===== config.mk =====
export PLATFORM = sky130hd
export DESIGN_NAME = lsu_bridge
export DESIGN_NICKNAME = d
export VERILOG_FILES = /design/src/rtl/lsu_pkg.sv /design/src/rtl/lsu_align.sv /design/src/rtl/lsu_bridge.sv
export SDC_FILE = /design/constraint.sdc
export NUM_CORES = 1
export LEC_CHECK = 0
export ABC_AREA = 1
export BUFFER_PORTS_ARGS = -buffer_cell sky130_fd_sc_hd__buf_2
export CAP_MARGIN = 20
export CELL_PAD_IN_SITES_DETAIL_PLACEMENT = 0
export CELL_PAD_IN_SITES_GLOBAL_PLACEMENT = 1
export CORE_MARGIN = 2
export CORE_UTILIZATION = 34
export CTS_CLUSTER_DIAMETER = 80
export CTS_CLUSTER_SIZE = 30
export DETAILED_ROUTE_END_ITERATION = 10
export GPL_TIMING_DRIVEN = 1
export PLACE_DENSITY_LB_ADDON = 0.1
export RECOVER_POWER = 100
export SLEW_MARGIN = 40
export SYNTH_ARGS = -nofsm -noshare
export SYNTH_HDL_FRONTEND = slang
export SYNTH_HIERARCHICAL = 1
export SYNTH_SLANG_ARGS = --single-unit

===== constraint.sdc =====
create_clock -name clk -period 2.95 [get_ports clk]
set_clock_uncertainty 0.15 [all_clocks]
set_input_delay 0.1475 -clock clk [delete_from_list [all_inputs] [get_ports clk]]
set_output_delay 0.1475 -clock clk [all_outputs]
set_load 0.01 [all_outputs]

===== src/rtl/lsu_pkg.sv =====
// Shared encodings for the load/store bridge: function codes, access sizes, byte-enable
// patterns and FSM states.
package lsu_pkg;

    typedef enum logic [3:0] {
        LB  = 4'b0000,
        LH  = 4'b0001,
        LW  = 4'b0010,
        LBU = 4'b0100,
        LHU = 4'b0101,
        SB  = 4'b1000,
        SH  = 4'b1001,
        SW  = 4'b1010
    } lsu_func_e;

    typedef enum logic [1:0] {
        ST_IDLE,
        ST_REQ,
        ST_RESP,
        ST_ERR
    } state_e;

    localparam int STORE_BIT = 3;

    localparam logic [1:0] SIZE_BYTE = 2'b00;
    localparam logic [1:0] SIZE_HALF = 2'b01;
    localparam logic [1:0] SIZE_WORD = 2'b10;

    localparam logic [3:0] BE_BYTE = 4'b0001;
    localparam logic [3:0] BE_HALF = 4'b0011;
    localparam logic [3:0] BE_WORD = 4'b1111;

endpackage


===== src/rtl/lsu_align.sv =====
// Combinational access decoder: legality, byte enables, store lane shift and load
// extract/extend for one load/store function code and byte offset.
module lsu_align
    import lsu_pkg::*;
(
    input  logic [3:0]  func,
    input  logic [1:0]  offset,
    input  logic [31:0] wdata,
    input  logic [31:0] rdata_raw,
    output logic [3:0]  be,
    output logic [31:0] wdata_lane,
    output logic [31:0] rdata_ext,
    output logic        legal,
    output logic        misaligned
);

    logic [1:0]  lane;
    logic [31:0] shifted;
    logic        sign_fill;

    always_comb begin
        // NOTE: every signal written here gets a default first, so no path can infer a latch.
        lane       = 2'd0;
        be         = 4'b0000;
        misaligned = 1'b0;
        legal      = 1'b0;

        case (func)
            LB, LH, LW, LBU, LHU, SB, SH, SW: legal = 1'b1;
            default:                          legal = 1'b0;
        endcase

        // Offset bits below the access size are dropped, so a half at offset 3 uses lanes 2-3.
        case (func[1:0])
            SIZE_BYTE: begin
                lane = offset;
                be   = BE_BYTE << offset;
            end
            SIZE_HALF: begin
                lane       = {offset[1], 1'b0};
                be         = BE_HALF << {offset[1], 1'b0};
                misaligned = offset[0];
            end
            SIZE_WORD: begin
                be         = BE_WORD;
                misaligned = |offset;
            end
            default: ;
        endcase

        wdata_lane = wdata << {lane, 3'b000};
        shifted    = rdata_raw >> {lane, 3'b000};
        sign_fill  = 1'b0;
        rdata_ext  = shifted;

        case (func[1:0])
            SIZE_BYTE: begin
                sign_fill = shifted[7] & ~func[2];
                rdata_ext = {{24{sign_fill}}, shifted[7:0]};
            end
            SIZE_HALF: begin
                sign_fill = shifted[15] & ~func[2];
                rdata_ext = {{16{sign_fill}}, shifted[15:0]};
            end
            default: ;
        endcase
    end

endmodule


===== src/rtl/lsu_bridge.sv =====
// Load/store bridge from the core to a word-addressed 32-bit memory with req/ack handshake.
// Optional macro LSU_ALIGN_CHECK_EN turns misaligned half/word accesses into errors.
module lsu_bridge
    import lsu_pkg::*;
#(
    parameter int ADDR_W = 32
) (
    input  logic              clk,
    input  logic              _reset,
    input  logic              req,
    input  logic [3:0]        lsu_func,
    input  logic [ADDR_W-1:0] addr,
    input  logic [31:0]       wdata,
    output logic [31:0]       rdata,
    output logic              done,
    output logic              busy,
    output logic              err,
    output logic              mem_req,
    output logic              mem_we,
    output logic [ADDR_W-3:0] mem_addr,
    output logic [3:0]        mem_be,
    output logic [31:0]       mem_wdata,
    input  logic              mem_ack,
    input  logic [31:0]       mem_rdata
);

    state_e      state;
    logic [3:0]  func_q;
    logic [1:0]  off_q;

    logic [3:0]  al_func;
    logic [1:0]  al_off;
    logic [3:0]  al_be;
    logic [31:0] al_wdata;
    logic [31:0] al_rdata;
    logic        al_legal;
    logic        al_misaligned;
    logic        accept;

    // In IDLE the aligner decodes the incoming request; afterwards it serves the latched access.
    assign al_func = (state == ST_IDLE) ? lsu_func  : func_q;
    assign al_off  = (state == ST_IDLE) ? addr[1:0] : off_q;

    lsu_align u_align (
        .func       (al_func),
        .offset     (al_off),
        .wdata      (wdata),
        .rdata_raw  (mem_rdata),
        .be         (al_be),
        .wdata_lane (al_wdata),
        .rdata_ext  (al_rdata),
        .legal      (al_legal),
        .misaligned (al_misaligned)
    );

`ifdef LSU_ALIGN_CHECK_EN
    assign accept = al_legal && !al_misaligned;
`else
    logic unused_misaligned;
    assign unused_misaligned = al_misaligned;
    assign accept = al_legal;
`endif

    // NOTE: state and registered outputs use non-blocking assignments so every flop sees pre-edge values.
    always_ff @(posedge clk) begin
        if (!_reset) begin
            state     <= ST_IDLE;
            func_q    <= '0;
            off_q     <= '0;
            rdata     <= '0;
            done      <= 1'b0;
            busy      <= 1'b0;
            err       <= 1'b0;
            mem_req   <= 1'b0;
            mem_we    <= 1'b0;
            mem_addr  <= '0;
            mem_be    <= '0;
            mem_wdata <= '0;
        end else begin
            unique case (state)
                ST_IDLE: begin
                    if (req) begin
                        busy <= 1'b1;
                        if (accept) begin
                            state     <= ST_REQ;
                            func_q    <= lsu_func;
                            off_q     <= addr[1:0];
                            mem_req   <= 1'b1;
                            mem_we    <= lsu_func[STORE_BIT];
                            mem_addr  <= addr[ADDR_W-1:2];
                            mem_be    <= al_be;
                            mem_wdata <= al_wdata;
                        end else begin
                            state <= ST_ERR;
                            err   <= 1'b1;
                        end
                    end
                end
                ST_REQ: begin
                    if (mem_ack) begin
                        state   <= ST_RESP;
                        mem_req <= 1'b0;
                        mem_we  <= 1'b0;
                        done    <= 1'b1;
                        if (!func_q[STORE_BIT]) begin
                            rdata <= al_rdata;
                        end
                    end
                end
                ST_RESP: begin
                    state <= ST_IDLE;
                    done  <= 1'b0;
                    busy  <= 1'b0;
                end
                ST_ERR: begin
                    state <= ST_IDLE;
                    err   <= 1'b0;
                    busy  <= 1'b0;
                end
                default: state <= ST_IDLE;
            endcase
        end
    end

endmodule


==> Word level (Yosys, flattened, before mapping) <==
Memory sizes are Yosys's and may differ from the RTL's.
Index checks and enable logic that the tools add are counted.
{ "totals": {"reg_bits": 111, "romBits": 16, "out_inout_bits": 103, "n_memories": 1} }
{ "op_classes": {"eq_ne": 9, "n_shift": 4, "mux": 23, "n_bitwise": 4, "n_reduce_logical": 14} }
{ "mem_list": {"columns": ["name", "words", "width", "read_ports", "rd_ports_with_merged_regs", "wr", "line_no", "source"], "rows": [
  ["(no name shown)", 16, 1, 1, 0, 0, "lsu_align.sv:28", "case (func)"]
]} }
{ "op_table": {"columns": ["cell", "n"], "rows": [
  ["one-hot mux 32 bit (2 select lines)", 1],
  ["<< shifter 32 x 5 -> 32 bit", 1],
  [">> shifter 32 x 5 -> 32 bit", 1],
  ["one-hot mux 4 bit (3 select lines)", 1],
  ["one-hot mux 1 bit (2 select lines)", 5],
  ["two-way mux 1 bit", 9],
  ["AND reduction 3 bit", 3],
  ["two-way mux 2 bit", 4],
  ["!= test 2 bit, second input constant", 4],
  ["nonzero test 2 bit", 4],
  ["== test 2 bit, second input constant", 3],
  ["one-hot mux 2 bit (3 select lines)", 1],
  ["AND reduction 2 bit", 3],
  ["== test 2 x 1 -> 1 bit, second input constant", 2],
  ["zero test 2 bit", 2],
  ["two-way mux 4 bit", 1],
  ["one-hot mux 2 bit (2 select lines)", 1],
  ["AND reduction 4 bit", 1],
  ["<< shifter 1 x 2 -> 4 bit, first input constant", 1],
  ["<< shifter 2 x 2 -> 4 bit, first input constant", 1],
  ["bitwise AND 1 bit", 2],
  ["NOT 1 bit", 2],
  ["OR reduction 2 bit", 1]
]} }

==> Depth between registers and ports, before layout <==
Gate-level depths: netlist (run 1).
{ "logic_depth": {"word_depth": 7, "ltp_mapped": 17, "mapped_depth_nobuf": 15} }

==> Modules after synthesis <==
The synthesis (run 1) kept the hierarchy.
{ "by_module_without_submodules": {"columns": ["module", "instances", "cells_per_inst", "area_each_um2", "seq_area_each_um2"], "rows": [
  ["lsu_bridge", 1, 512, 4020.1, 2222.1],
  ["lsu_align", 1, 320, 1542.7, 0.0]
]} }

==> Worst setup path after synthesis (run 1) <==
Ideal clock, no wire load.
{ "synth_timing": {"path_type": "reg2reg", "startpoint": "reg state[1]", "endpoint": "reg mem_wdata[26]", "arrival_time_ns": 2.330, "required_ns": 2.684, "setup_slack_ns": 0.354, "stages_incl_launch_ff": 16, "path_buffers": 3, "path_cell_list": "dfxtp_1 > nor2_2 > buf_2 > inv_1 > nand2_1 > nand2_1 > inv_1 > ha_1 > nand2_1 > buf_2 > buf_2 > or2_2 > o211ai_1 > o21ai_1 > o21ai_0 > nor2_1"} }
{ "synth_via": {"elab_chain_len": 5, "word_cells_on_any_way": 9, "classes_between": "eq/ne (1); shift (1); mux (3); reduce/logical (3); memory (1)"} }
{ "synth_rtl": {"columns": ["item", "line_no", "source"], "rows": [
  ["from (decl)", "lsu_bridge.sv:27", "state_e state;"],
  ["from (signal assigned)", "lsu_bridge.sv:67", "state <= ST_IDLE;"],
  ["from (signal assigned)", "lsu_bridge.sv:85", "state <= ST_REQ;"],
  ["from (signal assigned)", "lsu_bridge.sv:94", "state <= ST_ERR;"],
  ["zero test 2 bit (*)", "lsu_bridge.sv:41", "assign al_func = (state == ST_IDLE) ? lsu_func : func_q;"],
  ["two-way mux 4 bit (*)", "lsu_bridge.sv:41", null],
  ["named net al_func[1]", "lsu_bridge.sv:31", "logic [3:0] al_func;"],
  ["== test 2 x 1 -> 1 bit or zero test 2 bit (tied branches)", null, null],
  ["one-hot mux 2 bit (2 select lines) (*)", "lsu_align.sv:34", "case (func[1:0])"],
  ["<< shifter 32 x 5 -> 32 bit (*)", "lsu_align.sv:51", "wdata_lane = wdata << {lane, 3'b000};"],
  ["named net al_wdata[26]", "lsu_bridge.sv:34", "logic [31:0] al_wdata;"],
  ["to (signal assigned)", "lsu_bridge.sv:92", "mem_wdata <= al_wdata;"],
  ["to (decl)", "lsu_bridge.sv:22", "output logic [31:0] mem_wdata,"]
]} }
Mark *: on every way through the listed nets, which the timed path passes. The rest lies on a longest branch.
A chain may end at the register's enable or synchronous reset.

==> Final worst setup path (run 1) <==
{ "layout_timing": {"startpoint": "reg state[1]", "endpoint": "reg mem_wdata[11]"} }
The elaborated chain is that of the path after synthesis.

==> results.md, run 1 <==
* Critical path arrival at ~2800 ps
* Remaining Overflow, GRT at 0
* Hold slack at 28.2 ps
* Clock sink count at 111
* Worst VDD drop at 0.336 mV
* Worst Path Max Fanout at 28
* Hpwl dp at 12900 µm
* Status: finished clean
* Finish-stage setup viols at 0
* Die Area at between 15000 and 20000 µm²
* CP most frequent cell: inv_1
* # diodes at 0
* Clock transition at path regs at 80 ps
* Clk_lat worst skew at 360 ps
* Routed Antenna Nets at 0
* Pleak at roughly 3.2 nW
* GRT Resource Usage Total at 0.212
* Routability cong. at 0.867
* RSZ-0062 raised after global routing: no
* Vias at about 6200
* Met2 wire length at 8720 µm
* Mapped Area at 5550 µm²
* Final hold vios at 0
* Routed met3 length at 1010 µm
* Final Power at 0.00505 W
* Cells along the critical path: nor2_4, inv_1, nand2_1, nand2_1, inv_1, ha_2, nand2_2, clkinvlp_4, buf_12, a21boi_0, inv_1, nand2_1, inv_1, o21ai_0, nor2_1
* Post-synth net total at 940
* Rel. slew slack at 0.509
* Post-layout min period at 2670 ps
* Root Driver: clkbuf_16
* Detailed Route WL at 19100 µm
* Area Overhead vs Synth at 32.4%
* Detailed Routing Iterations Pass 1 at 5
* Avg Synthesized Cell Area at 6.69 µm²
* Crit path max-delay cell type: dfxtp_1
* Endpoint type of the worst setup path: flop
* Initial DRC Count at about 350
* CP bufs+invs at 6
* Drt wl/cell at 15.1 µm
* Post-synthesis instance total at 830
* PortBufs at 206
* TNS Setup at 0 ps
* CP max stage delay at 370 ps
* Vias in the first global route at between 5000 and 6000
* First-pass GRT wire length at 29800 µm
* Setup crit start kind: flop
* Antenna violations before repair at 0
* Slew @ Worst Pin at 736 ps
* Final nets at between 1000 and 1500
* Power Dens Cells at around 690 nW/µm²
* WS Path Type: reg -> reg
* DR top layer: met4
* Die W at 132 µm
* Synth Warn # at 6
* Core Rows at between 40 and 50
* Die H at 132 µm
* Final worst path period share at 0.906
* Num CTS Buffers at 9
* Maximum clock insertion buffer count at 2
* Max-cap violations at 0
* Routed metal-1 wire length at 8820 µm
* Total I/O pin count at 207
* WP data required at 3040 ps
* CP top delay family: buffers and inverters
* Core footprint at between 15000 and 20000 µm²
* Via density at 4.88
* Initial core utilization at 0.348
* Worst min-delay path category: in -> reg
* Pin count of the biggest net entering global routing at 65
* DRC Markers at 0
* CTS tree: done
* Share of cells above drive strength 1 at 0.156
* Htree depth at 3
* Highest clock rate at 0.374 GHz
* Slew Limit Fails at 0
==> per-layer routing <==
| metal | global-route usage | up-vias |
|---|---|---|
| met5 | 0 | - |
| met4 | 0.0737 | 0 |
| met3 | 0.0492 | 36 |
| met2 | 0.349 | 198 |
| met1 | 0.273 | 2811 |
| li1 | - | 3140 |
==> sequential cells by signal, indices dropped and copies added (netlist names) <==
| register | count |
|---|---|
| busy | 1 |
| done | 1 |
| err | 1 |
| func_q | 4 |
| mem_addr | 30 |
| mem_be | 4 |
| mem_req | 1 |
| mem_wdata | 32 |
| mem_we | 1 |
| off_q | 2 |
| rdata | 32 |
| state | 2 |
==> placed cells by master (no fill, tap or decap), drive strengths merged <==
cell type	n
nor2	172
nand2	169
buf	120
clkbuf	116
dfxtp	111
o21ai	102
nand3	67
a21oi	55
inv	42
dlygate4sd3	38
or2	12
a31oi	9
o211ai	8
nand4	6
ha	6
o31ai	5
a21boi	4
clkinv	4
clkinvlp	2
nor3b	1
and2	1
nor3	1
o22ai	1
==> metrics by stage <==
stage / area, µm² / cells / setup WS (ps) / utilization
2_1_floorplan: 5550 / 830 / 354 / -
3_3_place_gp: 6730 / 1210 / 161 / 0.422
3_5_place_dp: 6730 / 1210 / 88.0 / 0.422
4_1_cts: 7400 / 1264 / 62.1 / 0.464
5_1_grt: 7350 / 1268 / 19.0 / 0.461
6_report: 7350 / 1268 / 277 / 0.461
==> worst paths after layout <==
check / from / to / slack [ps] / cells after the start
max reg2reg: state[1] / mem_wdata[11] / 280 / 15
min: mem_rdata[0] / rdata[0] / 30 / 5
max: state[1] / mem_wdata[11] / 280 / 15
min reg2reg: mem_req / mem_req / 310 / 2
==> what timing repair did <==
item                                    in CTS  in global routing
gates resized for setup                      0                 15
endpoints found under the hold margin       41                  0
endpoints found under the setup margin       0                 42
setup buffers                                0                  0
hold buffers                                38                  0
==> final cells by class <==
cell class	instances	area (µm²)
repair buffers	264	1480
clock inverters	6	60.1
fillers	1792	8590
inverters	42	165
well taps	216	270
clock buffers	10	239
flip-flops and latches	111	2220
multi-input cells	619	2920
==> worst register-to-register path, stage by stage, from the launching register on <==
cell	delay, ps
dfxtp_1	370
nor2_4	70
inv_1	120
nand2_1	70
nand2_1	130
inv_1	100
ha_2	220
nand2_2	130
clkinvlp_4	270
buf_12	260
a21boi_0	210
inv_1	80
nand2_1	60
inv_1	40
o21ai_0	220
nor2_1	60
==> report_power, final <==
part / internal [W] / total (W) / switching [W]
registers: 0.00173 / 0.00185 / 0.000120
clock network: 0.000616 / 0.00124 / 0.000622
logic: 0.000697 / 0.00197 / 0.00127
Power figures use the tool's default switching activity.
==> run 2, diff against run 1 <==
--- a/config.mk
+++ b/config.mk
@@ -12,10 +12,11 @@
 export CELL_PAD_IN_SITES_GLOBAL_PLACEMENT = 1
 export CORE_MARGIN = 2
 export CORE_UTILIZATION = 34
-export CTS_CLUSTER_DIAMETER = 80
+export CTS_CLUSTER_DIAMETER = 120
 export CTS_CLUSTER_SIZE = 30
 export DETAILED_ROUTE_END_ITERATION = 10
 export GPL_TIMING_DRIVEN = 1
+export HOLD_SLACK_MARGIN = 0.15
 export PLACE_DENSITY_LB_ADDON = 0.1
 export RECOVER_POWER = 100
 export SLEW_MARGIN = 40
==> results.md, run 2 (synthesis gave the netlist of run 1 again) <==
* Detailed Routing Iterations Pass 1 at 7 (was 5)
* Detailed Route WL at 19400 µm (was 19100 µm)
* Most frequent cells in the layout: 170 x nor2_1, 165 x nand2_1, 111 x dfxtp_1 (unchanged)
* First-pass GRT wire length at 30400 µm (was 29800 µm)
* Power Dens Cells at 654 nW/µm² (was 688 nW/µm²)
* Worst VDD drop at 0.332 mV (was 0.336 mV)
* Core Rows at 46 (unchanged)
* DR top layer: met4 (unchanged)
* Drt wl/cell at 14.8 µm (was 15.1 µm)
* Routed met3 length at 979 µm (was 1010 µm)
* CP max stage delay at 370 ps (about the same)
* Antenna violations before repair at 0 (unchanged)
* Levels on crit path at 14 (was 15)
* Routability cong. at 0.867 (unchanged)
* CP top delay family: simple AND/OR/NAND/NOR gates (was buffers and inverters)
* WP data required at 3030 ps (was 3040 ps)
* Die W at 132 µm (unchanged)
* # diodes at 0 (unchanged)
* Clock sink count at 111 (unchanged)
* Cells along the critical path: nor2_4, inv_1, nand2_1, nand2_1, inv_1, ha_2, buf_4, nor2_1, buf_4, or2_2, nand3_1, nand2_1, nand3_1, a21oi_1 (was nor2_4, inv_1, nand2_1, nand2_1, inv_1, ha_2, nand2_2, clkinvlp_4, buf_12, a21boi_0, inv_1, nand2_1, inv_1, o21ai_0, nor2_1)
* Commonest non-fill, non-tap cell in the layout: nor2_1 (unchanged)
* Met2 wire length at 9010 µm (was 8720 µm)
* Htree depth at 3 (unchanged)
* CP bufs+invs at 4 (was 6)
* Clk_lat worst skew at 360 ps (about the same)
* Maximum clock insertion buffer count at 2 (unchanged)
* Vias in the first global route at 6056 (was 5867)
* Vias at 6364 (was 6185)
* Placed Cells at 1210 (unchanged)
* GRT Resource Usage Total at 0.215 (was 0.212)
* CTS tree: done (unchanged)
* Total I/O pin count at 207 (unchanged)
* Worst Hold Depth at 3 (was 5)
* Crit path max-delay cell type: or2_2 (was dfxtp_1)
* Post-CTS Setup Bufs at 0 (unchanged)
* Post-layout min period at 2660 ps (was 2670 ps)
* RSZ-0062 raised after global routing: no (unchanged)
* Area Overhead vs Synth at 40.4% (was 32.4%)
* Routed Antenna Nets at 0 (unchanged)
* Max-cap violations at 0 (unchanged)
* Final std cells w/o fill at 1312 (was 1268)
* Setup crit start kind: flop (unchanged)
* Num CTS Buffers at 9 (unchanged)
* Die Area at 17400 µm² (unchanged)
* WS Path Type: reg -> reg (unchanged)
* Worst Path Max Fanout at 14 (was 28)
* Final nets at 1201 (was 1157)
* Status: finished clean (unchanged)
* PortBufs at 206 (unchanged)
* Core occupancy in the finished layout at 0.489 (was 0.461)
* Via density at 4.85 (was 4.88)
* Die H at 132 µm (unchanged)
* R2R cell count at 14 (was 15)
* Critical path arrival at 2750 ps (was 2760 ps)
* Final hold vios at 0 (unchanged)
* Routed metal-1 wire length at 8860 µm (was 8820 µm)
* Largest registers: mem_wdata x32, rdata x32, mem_addr x30 (unchanged)
* Initial DRC Count at 359 (was 351)
* Rel. slew slack at 0.508 (was 0.509)
* Pleak at 3.34 nW (was 3.16 nW)
* Initial core utilization at 0.348 (unchanged)
* Slew Limit Fails at 0 (unchanged)
* Finish-stage setup viols at 0 (unchanged)
* Pin count of the biggest net entering global routing at 65 (unchanged)
* Final worst path period share at 0.903 (was 0.906)
* Slew @ Worst Pin at 737 ps (was 736 ps)
* Endpoint type of the worst setup path: flop (unchanged)
* Remaining Overflow, GRT at 0 (unchanged)
* DRC Markers at 0 (unchanged)
* Worst min-delay path category: in -> reg (unchanged)
* Root Driver: clkbuf_16 (unchanged)
* TNS Setup at 0 ps (unchanged)
* CP most frequent cell: nand2_1 (was inv_1)
* Hpwl dp at 12900 µm (unchanged)
* Highest clock rate at 0.375 GHz (was 0.374 GHz)
* Clock transition at path regs at 80 ps (about the same)
* Core footprint at 15900 µm² (unchanged)
* Share of cells above drive strength 1 at 0.150 (was 0.156)
## run 2: area by class of cell
type	instances	area [µm²]
inverters	42	165
clock inverters	6	60.1
fillers	1760	8150
clock buffers	10	239
flip-flops and latches	111	2220
well taps	216	270
repair buffers	308	1920
multi-input cells	619	2920
## run 2: worst min-delay path, delay by kind of cell
family	cells	cell delay (ps)
AO/OA/AOI/OAI	1	130
buffers and inverters	1	270
AND/OR/NAND/NOR	1	40
## run 2: final timing paths
check           start            to  slack, ps
min            _reset  mem_addr[15]        120
min reg2reg   mem_req       mem_req        310
max          state[1]     rdata[14]        290
max reg2reg  state[1]     rdata[14]        290
## run 2: repair_timing
action / 4_1_cts / 5_1_grt
hold endpoints to repair: 78 / 0
hold buffers: 82 / 0
setup endpoints to repair: 0 / 42
resized for setup: 0 / 15
## run 2: metal layers
metal / track usage / vias up
li1: - / 3230
met1: 0.275 / 2882
met2: 0.359 / 213
met3: 0.0481 / 39
met4: 0.0737 / 0
met5: 0 / -
## run 2: power breakdown
| part | switching, W | internal [W] | leakage, nW |
|---|---|---|---|
| logic | 0.00128 | 0.000735 | 2.29 |
| registers | 0.000120 | 0.00173 | 0.909 |
| clock network | 0.000621 | 0.000616 | 0.146 |
| total | 0.00202 | 0.00308 | 3.34 |
## run 2: through the flow
step           setup slack [ps]  hold slack [ps]  instance area, µm²  total power, W
2_1_floorplan               354              142                5550         0.00317
3_3_place_gp                161              247                6730         0.00380
3_5_place_dp               88.0              257                6730         0.00380
4_1_cts                    62.1              162                7850         0.00514
5_1_grt                    19.0              152                7790         0.00548
6_report                    286              123                7790         0.00510
==> run 3, diff against run 2 <==
--- a/config.mk
+++ b/config.mk
@@ -19,6 +19,7 @@
 export HOLD_SLACK_MARGIN = 0.15
 export PLACE_DENSITY_LB_ADDON = 0.1
 export RECOVER_POWER = 100
+export SETUP_SLACK_MARGIN = 0.5
 export SLEW_MARGIN = 40
 export SYNTH_ARGS = -nofsm -noshare
 export SYNTH_HDL_FRONTEND = slang
==> results.md, run 3 (synthesis gave the netlist of run 1 again) <==
* Max-cap violations at 0 (unchanged)
* Die H at 132 µm (unchanged)
* Core footprint at 15900 µm² (unchanged)
* Share of cells above drive strength 1 at 0.193 (was 0.150)
* Critical path arrival at 2710 ps (was 2750 ps)
* CP most frequent cell: nand2_4 (was nand2_1)
* DRC Markers at 0 (unchanged)
* Hpwl dp at 13200 µm (was 12900 µm)
* Worst Path Max Fanout at 23 (was 14)
* Psw at 0.00213 W (was 0.00202 W)
* Core Rows at 46 (unchanged)
* Rel. slew slack at 0.177 (was 0.508)
* Detailed Routing Iterations Pass 1 at 5 (was 7)
* Worst VDD drop at 0.289 mV (was 0.332 mV)
* Setup crit start kind: flop (unchanged)
* First-pass GRT wire length at 32300 µm (was 30400 µm)
* Commonest non-fill, non-tap cell in the layout: nor2_1 (unchanged)
* Maximum clock insertion buffer count at 2 (unchanged)
* Power Dens Cells at 662 nW/µm² (was 654 nW/µm²)
* Num CTS Buffers at 9 (unchanged)
* Status: finished clean (unchanged)
* Dpl ws at 63.4 ps (was 88.0 ps)
* Initial DRC Count at 301 (was 359)
* Clock sink count at 111 (unchanged)
* Hold slack at 142 ps (was 123 ps)
* Pin count of the biggest net entering global routing at 42 (was 65)
* Post-route setup slack at 387 ps (was 286 ps)
* WP data required at 3090 ps (was 3030 ps)
* Drt wl/cell at 15.6 µm (was 14.8 µm)
* # diodes at 0 (unchanged)
* Routed Antenna Nets at 0 (unchanged)
* Final nets at 1216 (was 1201)
* Die W at 132 µm (unchanged)
* Final worst path period share at 0.869 (was 0.903)
* CP top delay family: simple AND/OR/NAND/NOR gates (unchanged)
* Worst r2r src: state[1] (unchanged)
* Total I/O pin count at 207 (unchanged)
* Final hold vios at 0 (unchanged)
* Crit path max-delay cell type: dfxtp_4 (was or2_2)
* Post-DP Area at 6710 µm² (was 6730 µm²)
* Vias in the first global route at 6251 (was 6056)
* CTS tree: done (unchanged)
* Clock power share at 0.234 (was 0.243)
* Antenna violations before repair at 0 (unchanged)
* Largest registers: mem_wdata x32, rdata x32, mem_addr x30 (unchanged)
* TNS Setup at 0 ps (unchanged)
* Detailed Route WL at 20700 µm (was 19400 µm)
* GRT Resource Usage Total at 0.229 (was 0.215)
* Cells along the critical path: nor2_4, inv_4, nand2_4, nand2_4, inv_6, ha_1, nand2_1, nand2_1, nand2_4, bufbuf_16, o21ai_0, nand3_1, a21oi_1 (was nor2_4, inv_1, nand2_1, nand2_1, inv_1, ha_2, buf_4, nor2_1, buf_4, or2_2, nand3_1, nand2_1, nand3_1, a21oi_1)
* Finish-stage setup viols at 0 (unchanged)
* CP max stage delay at 370 ps (about the same)
* Clock transition at path regs at 80 ps (about the same)
* Clk_lat worst skew at 360 ps (about the same)
* Hold Path Origin: wdata[8] (was _reset)
* PortBufs at 206 (unchanged)
* Post-layout min period at 2560 ps (was 2660 ps)
* Initial core utilization at 0.348 (unchanged)
* Endpoint type of the worst setup path: flop (unchanged)
* Via density at 4.88 (was 4.85)
* Remaining Overflow, GRT at 0 (unchanged)
* Die Area at 17400 µm² (unchanged)
* Area Overhead vs Synth at 48.7% (was 40.4%)
* Slew @ Worst Pin at 1230 ps (was 737 ps)
* Fin area at 8260 µm² (was 7790 µm²)
* Critical Path Source: state[1] (unchanged)
* Sw frac at 0.389 (was 0.396)
* WS Path Type: reg -> reg (unchanged)
* RSZ-0062 raised after global routing: yes (was no)
* Worst min-delay path category: in -> reg (unchanged)
* Htree depth at 3 (unchanged)
* Pleak at 3.57 nW (was 3.34 nW)
* Routability cong. at 0.872 (was 0.867)
* Combinational power share at 0.426 (was 0.395)
* Vias at 6471 (was 6364)
* Core occupancy in the finished layout at 0.518 (was 0.489)
* Highest clock rate at 0.390 GHz (was 0.375 GHz)
* Slew Limit Fails at 0 (unchanged)
* Sequential share of power at 0.341 (was 0.363)
* Root Driver: clkbuf_16 (unchanged)
* Internal power at 0.00334 W (was 0.00308 W)
* CP bufs+invs at 3 (was 4)
* Most frequent cells in the layout: 169 x nor2_1, 151 x nand2_1, 109 x dfxtp_1 (was 170 x nor2_1, 165 x nand2_1, 111 x dfxtp_1)
-- run 3: changes by cell type in the layout (fill, tap and decap cells not counted), sizes merged --
| cell | delta |
|---|---|
| clkbuf | +1 |
| buf | +11 |
| bufbuf | +4 |
| bufinv | +1 |
| clkinv | +1 |
| dlygate4sd3 | -3 |
-- run 3: cell type report --
type / count / area [µm²]
Clock buffer: 9 / 225
Clock inverter: 7 / 83.8
Fill cell: 1648 / 7690
Inverter: 42 / 184
Multi-Input combinational cell: 619 / 3090
Sequential cell: 111 / 2230
Tap cell: 216 / 270
Timing Repair Buffer: 322 / 2160
Timing Repair inverter: 1 / 8.76
-- run 3: timing repair --
action / in CTS / in global routing
hold endpoints to repair: 73 / 0
hold buffers: 79 / 0
endpoints found under the setup margin: 101 / 101
buffers inserted: 3 / 10
pin swaps: 4 / 29
cloned: 8 / 2
gates resized for setup: 31 / 85
-- run 3: routing by layer --
metal | GRT usage | vias up | routed length (µm)
li1 | - | 3264 | -
met4 | 0.0942 | 0 | 534
met5 | 0 | - | 0
met1 | 0.289 | 2956 | 9100
met2 | 0.388 | 220 | 9830
met3 | 0.0415 | 31 | 1190
-- run 3: worst register-to-register path: stages, from the launching register on --
cell and delay [ps]:
dfxtp_4 370, nor2_4 190, inv_4 90, nand2_4 70, nand2_4 70, inv_6 90
ha_1 180, nand2_1 90, nand2_1 170, nand2_4 120, bufbuf_16 330, o21ai_0 320
nand3_1 130, a21oi_1 150
-- run 3: worst paths after layout --
path	to	cells past startpoint	slack, ps
setup / recovery	rdata[2]	13	390
hold / removal	mem_wdata[16]	5	140
setup reg to reg	rdata[2]	13	390
hold reg to reg	rdata[31]	2	310
-- run 3: power by group through the flow --
stage	logic (W)	registers, W	clock network, W
6_report	0.00233	0.00186	0.00128
3_3_place_gp	0.00191	0.00188	0
2_1_floorplan	0.00121	0.00197	0
3_5_place_dp	0.00190	0.00189	0
4_1_cts	0.00223	0.00185	0.00132
5_1_grt	0.00257	0.00189	0.00139
-- run 3: metrics by stage --
step | std cells | total power, W
floorplan | 830 | 0.00318
global route | 1327 | 0.00585
detailed placement | 1209 | 0.00378
CTS | 1315 | 0.00540
global placement | 1209 | 0.00379
finish | 1327 | 0.00547
